`config.mk`:
```
export PLATFORM = sky130hd
export DESIGN_NAME = frame_line_sequencer
export DESIGN_NICKNAME = d
export VERILOG_FILES = /design/src/rtl/frame_line_sequencer.sv
export SDC_FILE = /design/constraint.sdc
export NUM_CORES = 1
export LEC_CHECK = 0
export CORE_ASPECT_RATIO = 0.5
export CORE_MARGIN = 5
export CORE_UTILIZATION = 40
export CTS_CLUSTER_DIAMETER = 150
export DETAILED_ROUTE_END_ITERATION = 12
export GPL_TIMING_DRIVEN = 0
export PLACE_DENSITY = 0.7
export SYNTH_ARGS = -nofsm -noshare
export SYNTH_HDL_FRONTEND = slang
export SYNTH_SLANG_ARGS = --single-unit
```
`constraint.sdc`:
```
create_clock -name i_clk -period 3.5 [get_ports i_clk]
set_clock_uncertainty 0.1 [all_clocks]
set_input_delay 0.7 -clock i_clk [delete_from_list [all_inputs] [get_ports i_clk]]
set_output_delay 0.7 -clock i_clk [all_outputs]
set_load 0.05 [all_outputs]
```
`src/rtl/frame_line_sequencer.sv`:
```
// Frame-level sequencer in front of the line-buffer window generator.
// Meters one frame of pixels into the generator. The generator's
// line-read-complete pulse frees a line buffer. After the last useful
// window row is read, the generator gets a one-cycle reset.
//
// Handshake: an upstream beat transfers on a cycle where
// i_pixel_data_valid && o_pixel_ready are both high. o_pixel_ready depends
// only on registered state, never on i_pixel_data_valid. Downstream has no
// backpressure: o_pixel_data_valid marks each forwarded pixel, which arrives
// one cycle after its upstream beat.
module frame_line_sequencer #(
  parameter int IMG_WIDTH  = 480,
  parameter int IMG_HEIGHT = 480,
  parameter int LB_DEPTH   = 7,
  parameter int WIN        = 6,
  localparam int RW = $clog2(IMG_HEIGHT + 1),
  localparam int CW = (IMG_WIDTH > 1) ? $clog2(IMG_WIDTH) : 1,
  localparam int HW = $clog2(LB_DEPTH + 1)
) (
  input  logic          i_clk,
  input  logic          i_rst,
  input  logic          i_start,
  output logic          o_busy,
  output logic          o_frame_done,
  input  logic [7:0]    i_pixel_data,
  input  logic          i_pixel_data_valid,
  output logic          o_pixel_ready,
  output logic [7:0]    o_pixel_data,
  output logic          o_pixel_data_valid,
  input  logic          i_dp_intr,
  output logic          o_dp_rst,
  output logic [RW-1:0] o_in_row,
  output logic [RW-1:0] o_out_row,
  output logic          o_err,
  output logic [1:0]    o_state,
  output logic [HW-1:0] o_lines_held
);

  localparam logic [CW-1:0] COL_LAST = CW'(IMG_WIDTH - 1);
  localparam logic [RW-1:0] ROW_LAST = RW'(IMG_HEIGHT - 1);
  localparam logic [RW-1:0] OUT_LAST = RW'(IMG_HEIGHT - WIN + 1);
  localparam logic [HW-1:0] HELD_MAX = HW'(LB_DEPTH);
  localparam logic [HW-1:0] HELD_WIN = HW'(WIN);

  typedef enum logic [1:0] {
    S_IDLE  = 2'd0,
    S_FILL  = 2'd1,
    S_DRAIN = 2'd2,
    S_FLUSH = 2'd3
  } state_t;

  state_t          state;
  state_t          state_nxt;
  logic [CW-1:0]   col_cnt;
  logic [HW-1:0]   lines_held;
  logic            flush_pulse;
  logic            beat;
  logic            line_done;
  logic            intr_ok;
  logic            intr_err;

  assign beat      = i_pixel_data_valid & o_pixel_ready;
  assign line_done = beat & (col_cnt == COL_LAST);
  // A read completion is only legitimate once a full window of lines is held.
  assign intr_ok   = i_dp_intr & (state != S_IDLE) & (lines_held >= HELD_WIN);
  assign intr_err  = i_dp_intr & ((state == S_IDLE) | (lines_held < HELD_WIN));

  assign o_frame_done = flush_pulse;
  assign o_dp_rst     = i_rst | flush_pulse;
  assign o_state      = state;
  assign o_lines_held = lines_held;

  // State register.
  always_ff @(posedge i_clk) begin
    if (i_rst) state <= S_IDLE;
    else       state <= state_nxt;
  end

  // Next-state logic: fill until the last line lands, drain until the last
  // useful window row is read, then one flush cycle.
  always_comb begin
    state_nxt = state;
    case (state)
      S_IDLE:  if (i_start) state_nxt = S_FILL;
      S_FILL:  if (line_done && (o_in_row == ROW_LAST)) state_nxt = S_DRAIN;
      S_DRAIN: if (o_out_row == OUT_LAST) state_nxt = S_FLUSH;
      S_FLUSH: state_nxt = S_IDLE;
      default: state_nxt = S_IDLE;
    endcase
  end

  // State-decoded outputs: ready only while filling with a free line buffer.
  always_comb begin
    o_pixel_ready = 1'b0;
    flush_pulse   = 1'b0;
    case (state)
      S_FILL:  o_pixel_ready = (lines_held < HELD_MAX);
      S_FLUSH: flush_pulse   = 1'b1;
      default: ;
    endcase
  end

  // Pixel forwarding, row/column counters, line credit and status flags.
  always_ff @(posedge i_clk) begin
    if (i_rst) begin
      o_busy             <= 1'b0;
      o_err              <= 1'b0;
      o_pixel_data       <= '0;
      o_pixel_data_valid <= 1'b0;
      o_in_row           <= '0;
      o_out_row          <= '0;
      col_cnt            <= '0;
      lines_held         <= '0;
    end else begin
      o_pixel_data_valid <= beat;
      if (beat) o_pixel_data <= i_pixel_data;

      if ((state == S_IDLE) && i_start) begin
        col_cnt    <= '0;
        lines_held <= '0;
        o_in_row   <= '0;
        o_out_row  <= '0;
        o_err      <= 1'b0;
        o_busy     <= 1'b1;
      end else begin
        if (beat)      col_cnt  <= line_done ? '0 : col_cnt + 1'b1;
        if (line_done) o_in_row <= o_in_row + 1'b1;
        if (intr_ok)   o_out_row <= o_out_row + 1'b1;
        case ({line_done, intr_ok})
          2'b10:   lines_held <= lines_held + 1'b1;
          2'b01:   lines_held <= lines_held - 1'b1;
          default: ;
        endcase
        if (intr_err) o_err <= 1'b1;
        if (state == S_FLUSH) o_busy <= 1'b0;
      end
    end
  end

endmodule

```
* After elaboration in Yosys (flattened, before gate mapping)
Cells that the tools add are included.
Word-level totals: logic and storage cells 53, register bits after elaboration 43, output and inout bits 37
Operators by class: bitwise operators 7, mux-type cells 10, reduce and logical (&&, ||, !) cells 8, equality and inequality tests 11, magnitude comparators 3, add/sub/neg operators 5
Operator list (number):
- 9-bit by 1-bit adder with 9-bit output, second input constant | 3
- 9-bit equality test, second input constant | 3
- 9-bit 2-to-1 mux | 1
- 2-bit case mux with 4 select lines | 1
- 2-bit equality test, second input constant | 3
- 3-bit < comparator, second input constant | 2
- 2-bit 2-to-1 mux | 3
- 2-bit inequality test, second input constant | 3
- 3-bit case mux with 2 select lines | 1
- 2-bit nonzero test | 3
- 1-bit bitwise AND | 5
- 2-bit by 1-bit equality test with 1-bit output, second input constant | 2
- 1-bit 2-to-1 mux | 4
- 3-bit by 1-bit adder with 3-bit output, second input constant | 1
- 3-bit >= comparator, second input constant | 1
- 3-bit AND reduction | 1
- 3-bit by 1-bit subtractor with 3-bit output, second input constant | 1
- 1-bit logical AND | 2
- 2-bit logical NOT | 1
- 1-bit OR | 2
- 2-bit OR reduction | 1

* Logic depth before layout (Yosys ltp)
Gate-level depths: netlist of run 1.
word-level depth 7, depth in mapped cells 11, gate-level depth less buffers 11

* Worst setup path after synthesis of run 1
Ideal clock, no wire load.
kind reg2reg, from register state[1], in the netlist o_state[1], to register lines_held[2], in the netlist o_lines_held[2], arrival time 2.816 ns, path slack 0.515 ns, data required time 3.330 ns, cell stages (with the launch flop) 12, cell sequence dfxtp_1 -> inv_1 -> ha_1 -> and4_1 -> and3_1 -> nand3b_1 -> ha_1 -> inv_1 -> fa_1 -> xor2_1 -> or3_1 -> a21oi_1
Between the ends: cells in the longest elaborated chain, start to end 6
RTL lines:
- start: declaration | RTL line 52 | state_t state;
- start signal: assignment | RTL line 76 | else state <= state_nxt;
- 2-bit by 1-bit equality test with 1-bit output | RTL line 96 | case (state)
- 1-bit 2-to-1 mux | RTL line 96
- 1-bit bitwise AND | RTL line 62 | assign beat = i_pixel_data_valid & o_pixel_ready;
- 1-bit bitwise AND | RTL line 63 | assign line_done = beat & (col_cnt == COL_LAST);
- 2-bit by 1-bit equality test with 1-bit output or 2-bit equality test (tied branches) | RTL line 129 | case ({line_done, intr_ok})
- 3-bit case mux with 2 select lines or 2-bit nonzero test (tied branches)
- end signal: assignment | RTL line 130 | 2'b10: lines_held <= lines_held + 1'b1;
- end signal: assignment | RTL line 131 | 2'b01: lines_held <= lines_held - 1'b1;
- end: declaration | RTL line 55 | logic [HW-1:0] lines_held;
Several ways; a longest one is shown, not always the timed one. A chain may end at the register's enable or synchronous reset.

* Worst setup path after layout of run 1
from input port i_pixel_data_valid, to register lines_held[2], in the netlist o_lines_held[2]
Between the ends: cells in the longest elaborated chain, start to end 4
RTL lines:
- start: declaration | RTL line 26 | input logic i_pixel_data_valid,
- 1-bit bitwise AND (*) | RTL line 62
- 1-bit bitwise AND (*) | RTL line 63
- 2-bit by 1-bit equality test with 1-bit output or 2-bit equality test (tied branches) | RTL line 129
- 3-bit case mux with 2 select lines or 2-bit nonzero test (tied branches)
Mark *: on every way between the ends. The rest lies on a longest branch, timed or not.

==> results.json, run 1 <==
{
  "status": "complete, no violations",
  "grt_pass1_vias": 1528,
  "syn-cell-area_um2": 1980,
  "reg2reg_to": "o_lines_held[2]",
  "r2r_cells": 11,
  "grt_max_degree": 14,
  "hold_viol_final": 0,
  "period_needed_ns": 3.06,
  "rsz0062_at_grt": "false",
  "hp-start": "o_pixel_data[5]",
  "hold_class": "reg -> reg",
  "async_flop_share_pct": 0,
  "synth_top_cell_area_share_pct": 43.5,
  "slowest_stage": "clkdlybuf4s50_1",
  "wl_per_cell_um": 12.2,
  "overflow": 0,
  "synthCells": 219,
  "crit_fanout": 5,
  "post-route-drc-count": 0,
  "ys_ff_latch": 43,
  "root_buffer": "clkbuf_8",
  "synth.distinct_cells": 35,
  "cts_resized": 0,
  "dieWidth_um": 109,
  "start_kind": "input pin",
  "drt-total-wl_mm": 4.22,
  "fill_cells": 451,
  "ioPinCount": 50,
  "irDropWorstVdd_v": 0.000243,
  "clk-insertion-delay-late_ns": 0.30,
  "yosys.cell_count.top_type": "dfxtp_1",
  "maxCapViolations": 0,
  "synth_top_flop_cell": "dfxtp_1",
  "cts_buffers": 5,
  "vias": 1643,
  "hold_end": "o_pixel_data[5]",
  "final_cells": 346,
  "arrival_ns": 3.20,
  "die_h_um": 59.7,
  "cp_top_family": "simple AND/OR/NAND/NOR gates",
  "clock_path_buffers": 2,
  "tightest_slew_ns": 0.515,
  "die-area_um2": 6530,
  "required_ns": 3.64,
  "syn_to_final_growth_pct": 33.5,
  "grt_use_total_pct": 13.2,
  "slew_headroom_pct": 65.6,
  "syn_avg_cell_area_um2": 9.03,
  "clkSlewWorstSetupHoldPaths_ns": 0.09,
  "dp_cells": 338,
  "drive_above_1_share_pct": 5.80,
  "placement_rows": 18,
  "gp_congestion": 0.792,
  "antenna_found_initial": 0,
  "core_um2": 4860,
  "synth_area_leader_cell": "dfxtp_1",
  "cts_tree": "done",
  "finalSetupTns_ns": 0,
  "power_mw": 1.27,
  "drtIter0Drc": 69,
  "final_max_slew_viol_count": 0,
  "antenna_left": 0,
  "critPathKind": "in -> reg",
  "ys_top_cells_by_area": "dfxtp_1 (44%), xor2_1 (6.2%), nor2_1 (5.9%)",
  "synth_edf_count": 0,
  "critPathCaptureType": "flip-flop",
  "htree_levels": 2,
  "p_per_area_nw_per_um2": 479,
  "io_buffers": 49,
  "fin_crit_sh_pct": 87.4,
  "drtPass1Iterations": 4,
  "r2r-start": "o_state[1]",
  "syn_nets": 241,
  "final_nets": 297,
  "cts_sinks": 43,
  "ys_warn_count": 0,
  "ctsHoldBuffers": 0,
  "fin_util_pct": 54.3,
  "fmax_ghz": 0.327,
  "cp_num_buf_inv": 2,
  "synth_common_cells": "dfxtp_1 (43), nor2_1 (31), nand2_1 (28), a21oi_1 (17), xor2_1 (14)",
  "setup_viol": 0,
  "hold_path_depth": 2,
  "crit_path_cell_trace": "clkdlybuf4s50_1 > and4_1 > and3_1 > nand3b_1 > ha_1 > inv_1 > fa_1 > xor2_1 > or3_1 > a21oi_1",
  "start_util_pct": 40.6,
  "regToRegSetupSlack_ns": 0.63,
  "yosysSeqAreaShare_pct": 43.5,
  "hpwlAfterDp_mm": 3.20,
  "leakagePower_nw": 1.00,
  "n_antenna_cell": 0,
  "cp_slowest_stage_delay_ns": 0.48,
  "via_per_inst": 4.75,
  "grt_pass1_wl_mm": 6.77,
  "postCtsSetupBuffers": 0
}
## cell families after synthesis
kind of cell / Yosys count / synth area share (%)
AOI/OAI and AO/OA: 24 / 6.33
DFF: 43 / 43.5
and+or+nand+nor: 106 / 29.7
xor gates and xnor gates: 22 / 9.75
adders and majority gates: 9 / 6.08
muxes: 4 / 2.03
buffers and inverters: 11 / 2.53
## power by group
part,switching (mW),leakage (nW),internal [mW]
Sequential,0.0237,0.348,0.520
Combinational,0.260,0.615,0.148
Clock,0.174,0.0412,0.140
## worst max path at each step
stage,end,slack (ns),from,depth (start not counted)
floorplan,o_lines_held[2],0.51,o_state[1],11
global placement,o_lines_held[2],0.19,i_pixel_data_valid,10
detailed placement,o_lines_held[2],0.13,i_pixel_data_valid,10
CTS,o_lines_held[2],0.45,i_pixel_data_valid,10
global route,o_lines_held[2],0.32,i_pixel_data_valid,10
finish,o_lines_held[2],0.44,i_pixel_data_valid,10
## cells in the final DEF, fill, tap and decap left out, types with 2 or more instances in the layout
cell type | Yosys | routed
dfxtp_1 | 43 | 43
nand2b_1 | 5 | 5
a21oi_1 | 17 | 17
and4_1 | 4 | 4
or3_1 | 4 | 4
nand3_1 | 5 | 5
inv_1 | 6 | 6
and3_1 | 9 | 9
clkbuf_8 | 0 | 5
nor3_1 | 2 | 2
nand4_4 | 2 | 2
mux2i_1 | 4 | 4
ha_1 | 8 | 8
nand2_1 | 28 | 28
xnor2_1 | 8 | 8
nand4_1 | 4 | 4
o21ai_0 | 5 | 5
clkdlybuf4s50_1 | 0 | 49
clkbuf_1 | 3 | 4
nor2b_1 | 2 | 2
nor2_1 | 31 | 31
xor2_1 | 14 | 14
## final cells by class
| cell class | instances | area, um^2 | area share [%] |
|---|---|---|---|
| sequential | 43 | 861 | 32.6 |
| tap | 70 | 87.6 | 3.32 |
| timing repair buffer | 49 | 490 | 18.6 |
| inverter | 6 | 22.5 | 0.853 |
| clock buffer | 6 | 72.6 | 2.75 |
| buffer | 5 | 27.5 | 1.04 |
| multi-input combinational | 165 | 1070 | 40.4 |
| clock inverter | 2 | 12.5 | 0.474 |
## metal layers
metal  up-vias  routed length (um)  global-route usage, %
li1        846                   -                      -
met1       758                1980                   17.1
met2        33                1960                   21.5
met3         6                 222                   3.67
met4         0                  59                   4.80
met5         -                   0                      0
## worst register-to-register path: cells and delay by family, from the launching register on
| kind | cells | cell delay (ns) |
|---|---|---|
| adders and majority gates | 3 | 0.85 |
| and+or+nand+nor | 4 | 1.00 |
| buffers and inverters | 2 | 0.14 |
| xor gates and xnor gates | 1 | 0.17 |
| AOI/OAI and AO/OA | 1 | 0.14 |
| DFF | 1 | 0.41 |
## stage by stage
step                      cell area [um^2]  setup WS, ns  hold WS, ns
after global placement                2550         0.187        0.343
after CTS                             2640         0.447        0.359
after floorplan                       1980         0.515        0.349
final                                 2640         0.440        0.357
after detailed placement              2550         0.126        0.347
after global routing                  2640         0.320        0.389
## registers in the layout (all words and copies together), names as in the netlist
| register | count |
|---|---|
| o_state | 2 |
| o_out_row | 9 |
| col_cnt | 9 |
| o_lines_held | 3 |
| o_pixel_data_valid | 1 |
| o_in_row | 9 |
| o_busy | 1 |
| o_err | 1 |
| o_pixel_data | 8 |
Power figures use the tool's default switching activity.
==> run 2: changes to the inputs <==
SKIP_LAST_GASP = 1   (was not set)
==> results of run 2 <==
Same layout as run 1: the final DEF is identical, and so are final timing and power.
